[config.mk]
export PLATFORM = sky130hd
export DESIGN_NAME = seq_detector_param
export DESIGN_NICKNAME = d
export VERILOG_FILES = /design/src/rtl/seq_pkg.sv /design/src/rtl/seg7_lut.sv /design/src/rtl/seq_detector_param.sv
export SDC_FILE = /design/constraint.sdc
export NUM_CORES = 1
export LEC_CHECK = 0
export BUFFER_PORTS_ARGS = -buffer_cell sky130_fd_sc_hd__buf_2
export CAP_MARGIN = 20
export CORE_ASPECT_RATIO = 0.8
export CORE_MARGIN = 4
export CORE_UTILIZATION = 50
export CTS_CLUSTER_SIZE = 40
export DETAILED_ROUTE_END_ITERATION = 8
export GPL_ROUTABILITY_DRIVEN = 0
export GPL_TIMING_DRIVEN = 1
export MAX_ROUTING_LAYER = met4
export PLACE_DENSITY = 0.71
export SLEW_MARGIN = 0
export SYNTH_ARGS = -nofsm -noshare
export SYNTH_HDL_FRONTEND = slang
export SYNTH_SLANG_ARGS = --single-unit
[constraint.sdc]
create_clock -name clk -period 4.7 [get_ports clk]
set_input_delay 0.235 -clock clk [delete_from_list [all_inputs] [get_ports clk]]
set_output_delay 0.235 -clock clk [all_outputs]
set_load 0.01 [all_outputs]
[src/rtl/seq_pkg.sv]
// Shared constants for the sequence detector: pattern-length limits and
// active-low 7-segment encodings (segment order gfedcba).
package seq_pkg;

  localparam int PAT_LEN_MIN = 2;
  localparam int PAT_LEN_MAX = 8;

  typedef logic [6:0] seg_t;

  localparam seg_t SEG_DASH  = 7'b0111111;
  localparam seg_t SEG_BLANK = 7'b1111111;

  typedef enum logic [1:0] {SEL_HEX, SEL_DASH, SEL_BLANK} seg_sel_e;

  function automatic seg_t hex_to_seg(input logic [3:0] d);
    case (d)
      4'h0:    return 7'b1000000;
      4'h1:    return 7'b1111001;
      4'h2:    return 7'b0100100;
      4'h3:    return 7'b0110000;
      4'h4:    return 7'b0011001;
      4'h5:    return 7'b0010010;
      4'h6:    return 7'b0000010;
      4'h7:    return 7'b1111000;
      4'h8:    return 7'b0000000;
      4'h9:    return 7'b0010000;
      4'hA:    return 7'b0001000;
      4'hB:    return 7'b0000011;
      4'hC:    return 7'b1000110;
      4'hD:    return 7'b0100001;
      4'hE:    return 7'b0000110;
      default: return 7'b0001110;
    endcase
  endfunction

endpackage

[src/rtl/seg7_lut.sv]
// Active-low 7-segment lookup: hex digit, dash or blank.
module seg7_lut
  import seq_pkg::*;
(
  input  logic [3:0] digit,
  input  seg_sel_e   sel,
  output seg_t       seg
);

  always_comb begin
    seg = SEG_BLANK;
    case (sel)
      SEL_HEX:  seg = hex_to_seg(digit);
      SEL_DASH: seg = SEG_DASH;
      default:  seg = SEG_BLANK;
    endcase
  end

endmodule

[src/rtl/seq_detector_param.sv]
// Two-button serial bit entry with debouncing, parameterised pattern detector,
// match counter, LED hold timer and 7-segment status display.
module seq_detector_param
  import seq_pkg::*;
#(
  parameter int PAT_LEN  = 4,
  parameter     PATTERN  = 4'b1011,
  parameter int OVERLAP  = 1,
  parameter int DEBOUNCE = 1_000_000,
  parameter int LED_HOLD = 50_000_000
)(
  input  logic       clk,
  input  logic       rst,
  input  logic       btn_one,
  input  logic       btn_zero,
  output logic       Y,
  output logic       match,
  output logic [7:0] match_cnt,
  output logic [6:0] HEX0,
  output logic [6:0] HEX1,
  output logic [6:0] HEX2,
  output logic [6:0] HEX3
);

  if (PAT_LEN < PAT_LEN_MIN || PAT_LEN > PAT_LEN_MAX) begin : g_bad_len
    $error("seq_detector_param: PAT_LEN=%0d outside legal range", PAT_LEN);
  end
  if ($bits(PATTERN) != PAT_LEN) begin : g_bad_pat
    $error("seq_detector_param: PATTERN width %0d != PAT_LEN %0d", $bits(PATTERN), PAT_LEN);
  end
  if (DEBOUNCE < 1 || LED_HOLD < 1) begin : g_bad_timing
    $error("seq_detector_param: DEBOUNCE and LED_HOLD must be >= 1");
  end

  localparam int CW  = $clog2(PAT_LEN + 1);
  localparam int DBW = $clog2(DEBOUNCE + 1);
  localparam int HW  = $clog2(LED_HOLD + 1);
  localparam logic [PAT_LEN-1:0] PAT = PAT_LEN'(PATTERN);

  logic [1:0] btn_n, press;
  assign btn_n = {btn_one, btn_zero};

  // Index 1 enters a '1', index 0 a '0'; level 1 means released.
  for (genvar i = 0; i < 2; i++) begin : g_db
    logic [1:0]     sync;
    logic           db, pr;
    logic [DBW-1:0] cnt;

    always_ff @(posedge clk) begin
      if (rst) begin
        sync <= 2'b11;
        db   <= 1'b1;
        cnt  <= '0;
        pr   <= 1'b0;
      end else begin
        sync <= {sync[0], btn_n[i]};
        pr   <= 1'b0;
        if (sync[1] == db) begin
          cnt <= '0;
        end else if (cnt == DBW'(DEBOUNCE - 1)) begin
          db  <= sync[1];
          cnt <= '0;
          pr  <= ~sync[1];
        end else begin
          cnt <= cnt + 1'b1;
        end
      end
    end

    assign press[i] = pr;
  end

  logic               bit_valid, bit_val, seen, hit;
  logic [PAT_LEN-1:0] hist, hist_nx;
  logic [CW-1:0]      vcnt, vcnt_nx;
  logic [HW-1:0]      hold;
  logic [3:0]         prog;

  assign hist_nx = {hist[PAT_LEN-2:0], bit_val};
  assign vcnt_nx = (vcnt == CW'(PAT_LEN)) ? vcnt : vcnt + 1'b1;
  assign hit     = bit_valid && (vcnt_nx == CW'(PAT_LEN)) && (hist_nx == PAT);

  always_ff @(posedge clk) begin
    if (rst) begin
      bit_valid <= 1'b0;
      bit_val   <= 1'b0;
      hist      <= '0;
      vcnt      <= '0;
      seen      <= 1'b0;
      match     <= 1'b0;
      match_cnt <= '0;
      hold      <= '0;
    end else begin
      // Simultaneous presses are ambiguous and dropped.
      bit_valid <= press[1] ^ press[0];
      bit_val   <= press[1];
      match     <= hit;
      if (bit_valid) begin
        hist <= hist_nx;
        vcnt <= (hit && OVERLAP == 0) ? '0 : vcnt_nx;
        seen <= 1'b1;
      end
      if (hit) match_cnt <= match_cnt + 8'd1;
      if (match)            hold <= HW'(LED_HOLD);
      else if (hold != '0) hold <= hold - 1'b1;
    end
  end

  assign Y = (hold != '0);

  function automatic logic head_match(input logic [PAT_LEN-1:0] h, input int k);
    logic [PAT_LEN-1:0] mask;
    mask = PAT_LEN'((32'd1 << k) - 32'd1);
    return (h & mask) == ((PAT >> (PAT_LEN - k)) & mask);
  endfunction

  // Longest proper prefix of the pattern that ends the valid history.
  always_comb begin
    prog = '0;
    for (int k = 1; k < PAT_LEN; k++) begin
      if (CW'(k) <= vcnt && head_match(hist, k)) prog = 4'(k);
    end
  end

  logic [3:0] hex0_digit;
  seg_sel_e   hex3_sel;

  always_comb begin
    hex0_digit = match ? 4'(PAT_LEN) : prog;
    hex3_sel   = seen ? SEL_HEX : SEL_DASH;
  end

  seg7_lut u_hex0 (.digit(hex0_digit),        .sel(SEL_HEX),  .seg(HEX0));
  seg7_lut u_hex1 (.digit(match_cnt[3:0]),    .sel(SEL_HEX),  .seg(HEX1));
  seg7_lut u_hex2 (.digit(match_cnt[7:4]),    .sel(SEL_HEX),  .seg(HEX2));
  seg7_lut u_hex3 (.digit({3'b000, hist[0]}), .sel(hex3_sel), .seg(HEX3));

endmodule

==> results.ini, run 1 <==
[outcome]
status=completed

[worst_setup_path]
r2r-end=HEX2[0]
path_cells=inv_1 -> ha_1 -> nor2b_1 -> nand4_1 -> nor4b_1 -> mux2i_1 -> xor2_1 -> a211o_1
rrSetupSlack_ns=1.29
r2r_cells=8
worst_path_max_delay_cell=mux2i_1
path_max_fanout=14
critPathRequiredTime_ns=4.94
critPathLaunch=vcnt[0]
cpLargestDelayFamily=simple AND/OR/NAND/NOR gates
r2r-start=vcnt[0]
worst_ep_arrival_time_ns=3.65
crit_buf_inv=1
critPathMaxStageDelay_ns=0.91
path_class=reg2reg
path_depth=8
critPathCapture=HEX2[0]
startpoint_type=register
worst_setup_path_end_kind=register

[floorplan]
die_area_sq_mm=0.0119
placement_rows=32
io_pins=42
die_h_um=98.2
core_sq_mm=0.00977
initial_core_util=0.520
die_w_um=121

[cts]
holdBufCountCts=0
cts_made_buffers=9
clockBufferDepth=2
cts_resized=0
clk_pin_slew_ns=0.07
htreeDepth=3
cts_setup_buffers=0
clkLatencyLatePin_ns=0.35
clockRootBuffer=clkbuf_16
clock_sinks=107
cts_tree=built

[global_routing]
grt_start_max_net_pins=34
antenna_found_initial=0
grt_pass1_vias=3670
track_usage=0.173
grt-ovfl-total=0
grt_pass1_wl_mm=16.7

[drt]
dr.pass1.iters=4
ant_nets=0
drc=0
vias=3895
drt-total-wl_mm=9.52
vias_per_cell=5.27
wl_per_cell_um=12.9
drtIter0Drc=176

[power]
pwr-share-seq=0.442
p_int_mw=1.67
leakage_nw=2.16
combPwrFrac=0.278
power_density_mw_per_mm2=442
p_sw_frac=0.324
peakVddDrop_mv=0.230
power.switching_mw=0.801
total_power_mw=2.47
clkPwrFrac=0.280

[placed_design]
hpwl_mm=6.73
post-place-ws_ns=1.31
dpl.cell_count=724
place_area_sq_mm=0.00532
io_buffers=40

[worst_hold_path]
hold_start=btn_one
hp-class=in2reg

[yosys]
synth_edf_count=0
synth_nets=599
synth.area.top_cells=dfxtp_1, nor2_1, xnor2_1
syn-cell-area_sq_mm=0.00508
ys.flop_type=dfxtp_1
yosysSeqAreaShare=0.421
netlist_instances=575
postSynth.asyncResetShare=0
netlist.area_leader.share=0.421
syn_area_per_cell_sq_um=8.84
synth_seq_cells=107
synth_warnings=0
synth_area_leader_cell=dfxtp_1
synth_cell_types=53

[sta]
timing.final.crit_share=0.725
fin_ws_ns=1.29
skew_ns=0.00809
drv_slew=0
totalNegativeSetupSlack_ns=0
rsz0062_at_grt=no
setup_viol_count_final=0
worst_pin_slew_ns=1.04
slew_headroom=0.284
fmax_mhz=293
min_period_ns=3.41
hold_viol_final=0

[final_layout]
finalNonFillerCells=739
nets=623
final_layout_size_suffix_gt1_frac=0.114
diodes=0
final_cell_area_sq_mm=0.00559
areaGrowthSynthToFinish_pct=9.89

[job]
drv_cap=0

==> cell families after synthesis <==
logic type | Yosys count | synth area share
AND/OR/NAND/NOR | 247 | 0.249
other | 1 | 0.000737
buffers and inverters | 53 | 0.0468
multiplexers | 24 | 0.0475
AO/OA/AOI/OAI | 57 | 0.0723
flip-flops | 107 | 0.421
XOR/XNOR | 66 | 0.114
adder cells (fa/ha/maj) | 20 | 0.0492
==> state kept, by name (all words and copies together) (netlist names), named ones only <==
name	count
HEX1	7
HEX2	7
bit_val	1
bit_valid	1
g_db.cnt	40
g_db.db	2
g_db.pr	2
g_db.sync	4
hist	3
hold	26
match	1
match_cnt	8
seen	1
vcnt	3
==> worst reg2reg max path: cells and delay by family (launching register included) <==
kind / cells / cell delay [ns]
mux: 1 / 0.91
compound gates: 1 / 0.31
xor+xnor: 1 / 0.14
flops: 1 / 0.43
fa+ha+maj: 1 / 0.32
simple gates: 3 / 1.06
buf+inv: 1 / 0.13
==> final cells by class <==
cell class | instances | area [sq um]
tap | 136 | 170
fill | 877 | 4180
clock buffer | 10 | 229
multi-input combinational | 415 | 2710
clock inverter | 5 | 40.0
timing repair buffer | 41 | 208
sequential | 107 | 2140
inverter | 25 | 93.8
==> synthesized netlist by cell type (7+ instances only) <==
| master | count |
|---|---|
| inv_1 | 25 |
| nand3_1 | 28 |
| nor2b_1 | 9 |
| xor2_1 | 32 |
| mux2i_1 | 23 |
| a21oi_1 | 23 |
| ha_1 | 20 |
| or2_2 | 7 |
| nor3_1 | 18 |
| nor2_1 | 94 |
| nand4_1 | 12 |
| and3_1 | 10 |
| xnor2_1 | 34 |
| clkbuf_1 | 17 |
| or3_1 | 7 |
| nand2_1 | 25 |
| nor4b_1 | 7 |
| dfxtp_1 | 107 |
==> worst min path at each step <==
stage	depth (start not counted)	endpoint	slack, ns
after floorplan	1	g_db[0].sync[0]	0.34
after global placement	1	g_db[1].sync[1]	0.39
after detailed placement	1	g_db[0].sync[1]	0.40
after CTS	2	g_db[1].sync[0]	0.06
after global routing	2	g_db[1].sync[0]	0.07
final	2	g_db[1].sync[0]	0.07
==> power by group through the flow <==
stage                     logic [mW]  clock network, mW  registers, mW
after floorplan                0.625                  0           1.09
after global placement         0.664                  0           1.11
after detailed placement       0.681                  0           1.11
after CTS                      0.690              0.713           1.09
after global routing           0.784              0.750           1.11
final                          0.688              0.691           1.09
==> metal layers <==
metal	wire length (um)	vias to the layer above	part of all wire	GRT usage
met4	119	0	0.012	0.0497
met3	333	14	0.035	0.0388
met2	4260	62	0.45	0.270
li1	-	1995	-	-
met1	4810	1824	0.51	0.226
met5	0	-	0	-
==> layout by cell type, fill, tap and decap left out, drive strengths merged, types with 2 or more instances in the layout <==
| cell type | netlist | layout |
|---|---|---|
| a31oi | 3 | 3 |
| o21ai | 5 | 5 |
| dfxtp | 107 | 107 |
| or2 | 7 | 7 |
| clkbuf | 17 | 10 |
| nand3 | 28 | 28 |
| nor4b | 7 | 7 |
| xnor2 | 34 | 34 |
| and4b | 2 | 2 |
| a211o | 4 | 4 |
| nor2 | 94 | 94 |
| or4 | 7 | 7 |
| nand4 | 12 | 12 |
| buf | 11 | 41 |
| nor3 | 18 | 18 |
| o31ai | 5 | 5 |
| mux2i | 23 | 23 |
| a21oi | 24 | 24 |
| clkinvlp | 0 | 3 |
| or4b | 2 | 2 |
| ha | 20 | 20 |
| inv | 25 | 26 |
| a22o | 3 | 3 |
| nand2b | 6 | 6 |
| a2bb2oi | 2 | 2 |
| xor2 | 32 | 32 |
| o22ai | 4 | 4 |
| nor4 | 3 | 3 |
| nor3b | 2 | 2 |
| nor2b | 9 | 9 |
| nand2 | 25 | 25 |
| nand3b | 3 | 3 |
| or3 | 7 | 7 |
| nand4b | 2 | 2 |
| and3 | 10 | 10 |
==> per-stage QoR <==
step / hold slack [ns] / utilization
4_1_cts: 0.0581 / 0.572
5_1_grt: 0.0718 / 0.572
2_1_floorplan: 0.339 / -
6_report: 0.0715 / 0.572
3_5_place_dp: 0.396 / 0.544
3_3_place_gp: 0.391 / 0.544
Note: power is estimated with default switching activity, not from simulation.
==> run 2, diff against run 1 <==
ABC_AREA = 1   (was not set)
PLACE_DENSITY = 0.7   (was 0.71)
clock period = 3.3 ns   (was 4.7 ns; I/O delays follow)
==> run 2 against run 1 <==
Against the previous run: synthesized area is 9.8% higher; clock skew is 0.00088 ns lower; combinational power is 79% higher; final cell count is 33% higher.
==> results.ini, run 2 <==
[final_layout]
final_layout_size_suffix_gt1_frac=0.105
nets=856
reg.largest.list=g_db.cnt: 40 flops, hold: 26 flops, match_cnt: 8 flops
final_cell_mix=nand2_1, dfxtp_1, nor2_1
areaGrowthSynthToFinish_pct=11.0
largest_reg_flops=40
num-fill-cells=1031
diodes=0
regMostFlops=g_db.cnt
ff_latch_area_sq_mm=0.00214
multiInputGateArea_sq_mm=0.00298
final_common_cell=nand2_1

[cts]
clkLatencyLatePin_ns=0.34
clock_sinks=107
clk_pin_slew_ns=0.07
cts_tree=built
cts_made_buffers=9
cts_resized=0
cts_setup_buffers=0
clockBufferDepth=2
holdBufCountCts=1
clockRootBuffer=clkbuf_16
htreeDepth=3

[placed_design]
post-place-ws_ns=0.773
hpwl_mm=8.85
io_buffers=40

[sta]
skew_ns=0.00721
slew_headroom=0.469
fin_ws_ns=0.731
hold_viol_final=0
timing.final.crit_share=0.778
setup_viol_count_final=0
totalNegativeSetupSlack_ns=0
drv_slew=0
worst_pin_slew_ns=0.794
rsz0062_at_grt=no
min_period_ns=2.57
fmax_mhz=389

[global_routing]
track_usage=0.198
grt_start_max_net_pins=29
grt_pass1_vias=4623
grt-ovfl-total=0
grt_pass1_wl_mm=20.8
antenna_found_initial=0

[drt]
ant_nets=0
dr.pass1.iters=5
vias_per_cell=5.21
drtIter0Drc=358
drc=0
vias=5115
wl_per_cell_um=12.3
drt-total-wl_mm=12.0

[power]
power_density_mw_per_mm2=624
peakVddDrop_mv=0.282
leakage_nw=2.73

[worst_setup_path]
worst_setup_path_end_kind=register
critPathMaxStageDelay_ns=0.36
rrSetupSlack_ns=0.73
worst_path_max_delay_cell=dfxtp_1
worst_ep_arrival_time_ns=2.81
r2r_cells=16
critPathCapture=HEX1[3]
cpMostUsedCell=inv_1
path_cells=inv_1 -> ha_1 -> inv_1 -> nand2_1 -> inv_1 -> nand2_1 -> nor2_4 -> nand2_4 -> nand2_1 -> nand3_1 -> inv_1 -> ha_1 -> inv_1 -> nand4_1 -> nand3_1 -> nand2_1
path_class=reg2reg
critPathRequiredTime_ns=3.54
critPathLaunch=vcnt[0]
r2r-start=vcnt[0]
r2r-end=HEX1[3]
path_max_fanout=9
startpoint_type=register

[yosys]
ys_top_cells_by_count=nand2_1, dfxtp_1, nor2_1, inv_1, nand3_1
synth_seq_cells=107
ys.flop_type=dfxtp_1
synth_area_leader_cell=dfxtp_1
syn_area_per_cell_sq_um=7.01
synth.area.top_cells=dfxtp_1, nand2_1, nor2_1
syn-cell-area_sq_mm=0.00559
synth_nets=821
synth_warnings=0
synth_edf_count=0
synth_cell_types=35
postSynth.asyncResetShare=0
netlist_instances=797
yosysSeqAreaShare=0.384
netlist.area_leader.share=0.384
yosys.cell_count.top_type=nand2_1

[floorplan]
die_w_um=126
io_pins=42
placement_rows=34
initial_core_util=0.513
die_area_sq_mm=0.0129
die_h_um=103
core_sq_mm=0.0109

[outcome]
status=completed

[job]
drv_cap=0

[worst_hold_path]
hold_start=btn_one
hp-class=in2reg

-- run 2: cell count changes after synthesis, sizes merged, moves of 17 or more --
cell   change
a21oi     +17
inv       +70
mux2i     -23
nand2    +168
nand3     +40
nor2      +17
o21ai     +18
xnor2     -21
-- run 2: cell families (layout without fill, tap and decap cells) --
logic type	after synthesis	count (layout)	synth area share
flops	107	107	0.384
other cells	1	1	0.000671
buf+inv	113	153	0.0827
compound gates	71	71	0.0661
fa+ha+maj	20	20	0.0448
simple gates	455	455	0.375
xor+xnor	30	30	0.0470
-- run 2: area by class of cell --
class,instances,share of cell area
Inverter,95,0.0583
Tap cell,144,0.0291
Clock buffer,13,0.0436
Multi-Input combinational cell,577,0.481
Clock inverter,3,0.00727
Timing Repair Buffer,42,0.0351
Sequential cell,107,0.346
-- run 2: power by group --
group / internal, mW / switching, mW / total, mW / leakage (nW)
registers: 1.42 / 0.107 / 1.52 / 0.866
logic: 0.429 / 0.799 / 1.23 / 1.71
clock network: 0.651 / 0.464 / 1.11 / 0.148
-- run 2: per-layer routing --
metal,track usage,part of all wire
met2,0.312,0.45
met5,-,0
met3,0.0399,0.057
met1,0.260,0.48
met4,0.0602,0.014
-- run 2: stage by stage --
step                      hold slack [ns]  instances  total power [mW]  instance area [sq um]   util
after global routing               0.0305        981              4.14                   6200  0.569
final                              0.0395        981              3.86                   6200  0.569
after floorplan                     0.269        797              2.50                   5590      -
after detailed placement            0.355        964              2.75                   5870  0.539
after global placement              0.353        964              2.73                   5870  0.539
after CTS                          0.0261        981              3.88                   6200  0.569
-- run 2: how the worst min path moves through the flow --
stage | depth (start not counted) | to | slack (ns)
detailed placement | 2 | g_db[0].sync[0] | 0.36
finish | 2 | g_db[1].sync[0] | 0.04
floorplan | 1 | g_db[0].sync[0] | 0.27
global route | 2 | g_db[1].sync[0] | 0.03
CTS | 2 | g_db[1].sync[0] | 0.03
global placement | 2 | g_db[0].sync[0] | 0.35
-- run 2: worst max-delay path, delay by kind of cell, from the launching register on --
kind,cells,cell delay [ns]
simple gates,9,1.01
fa+ha+maj,2,0.55
buf+inv,5,0.54
flops,1,0.36
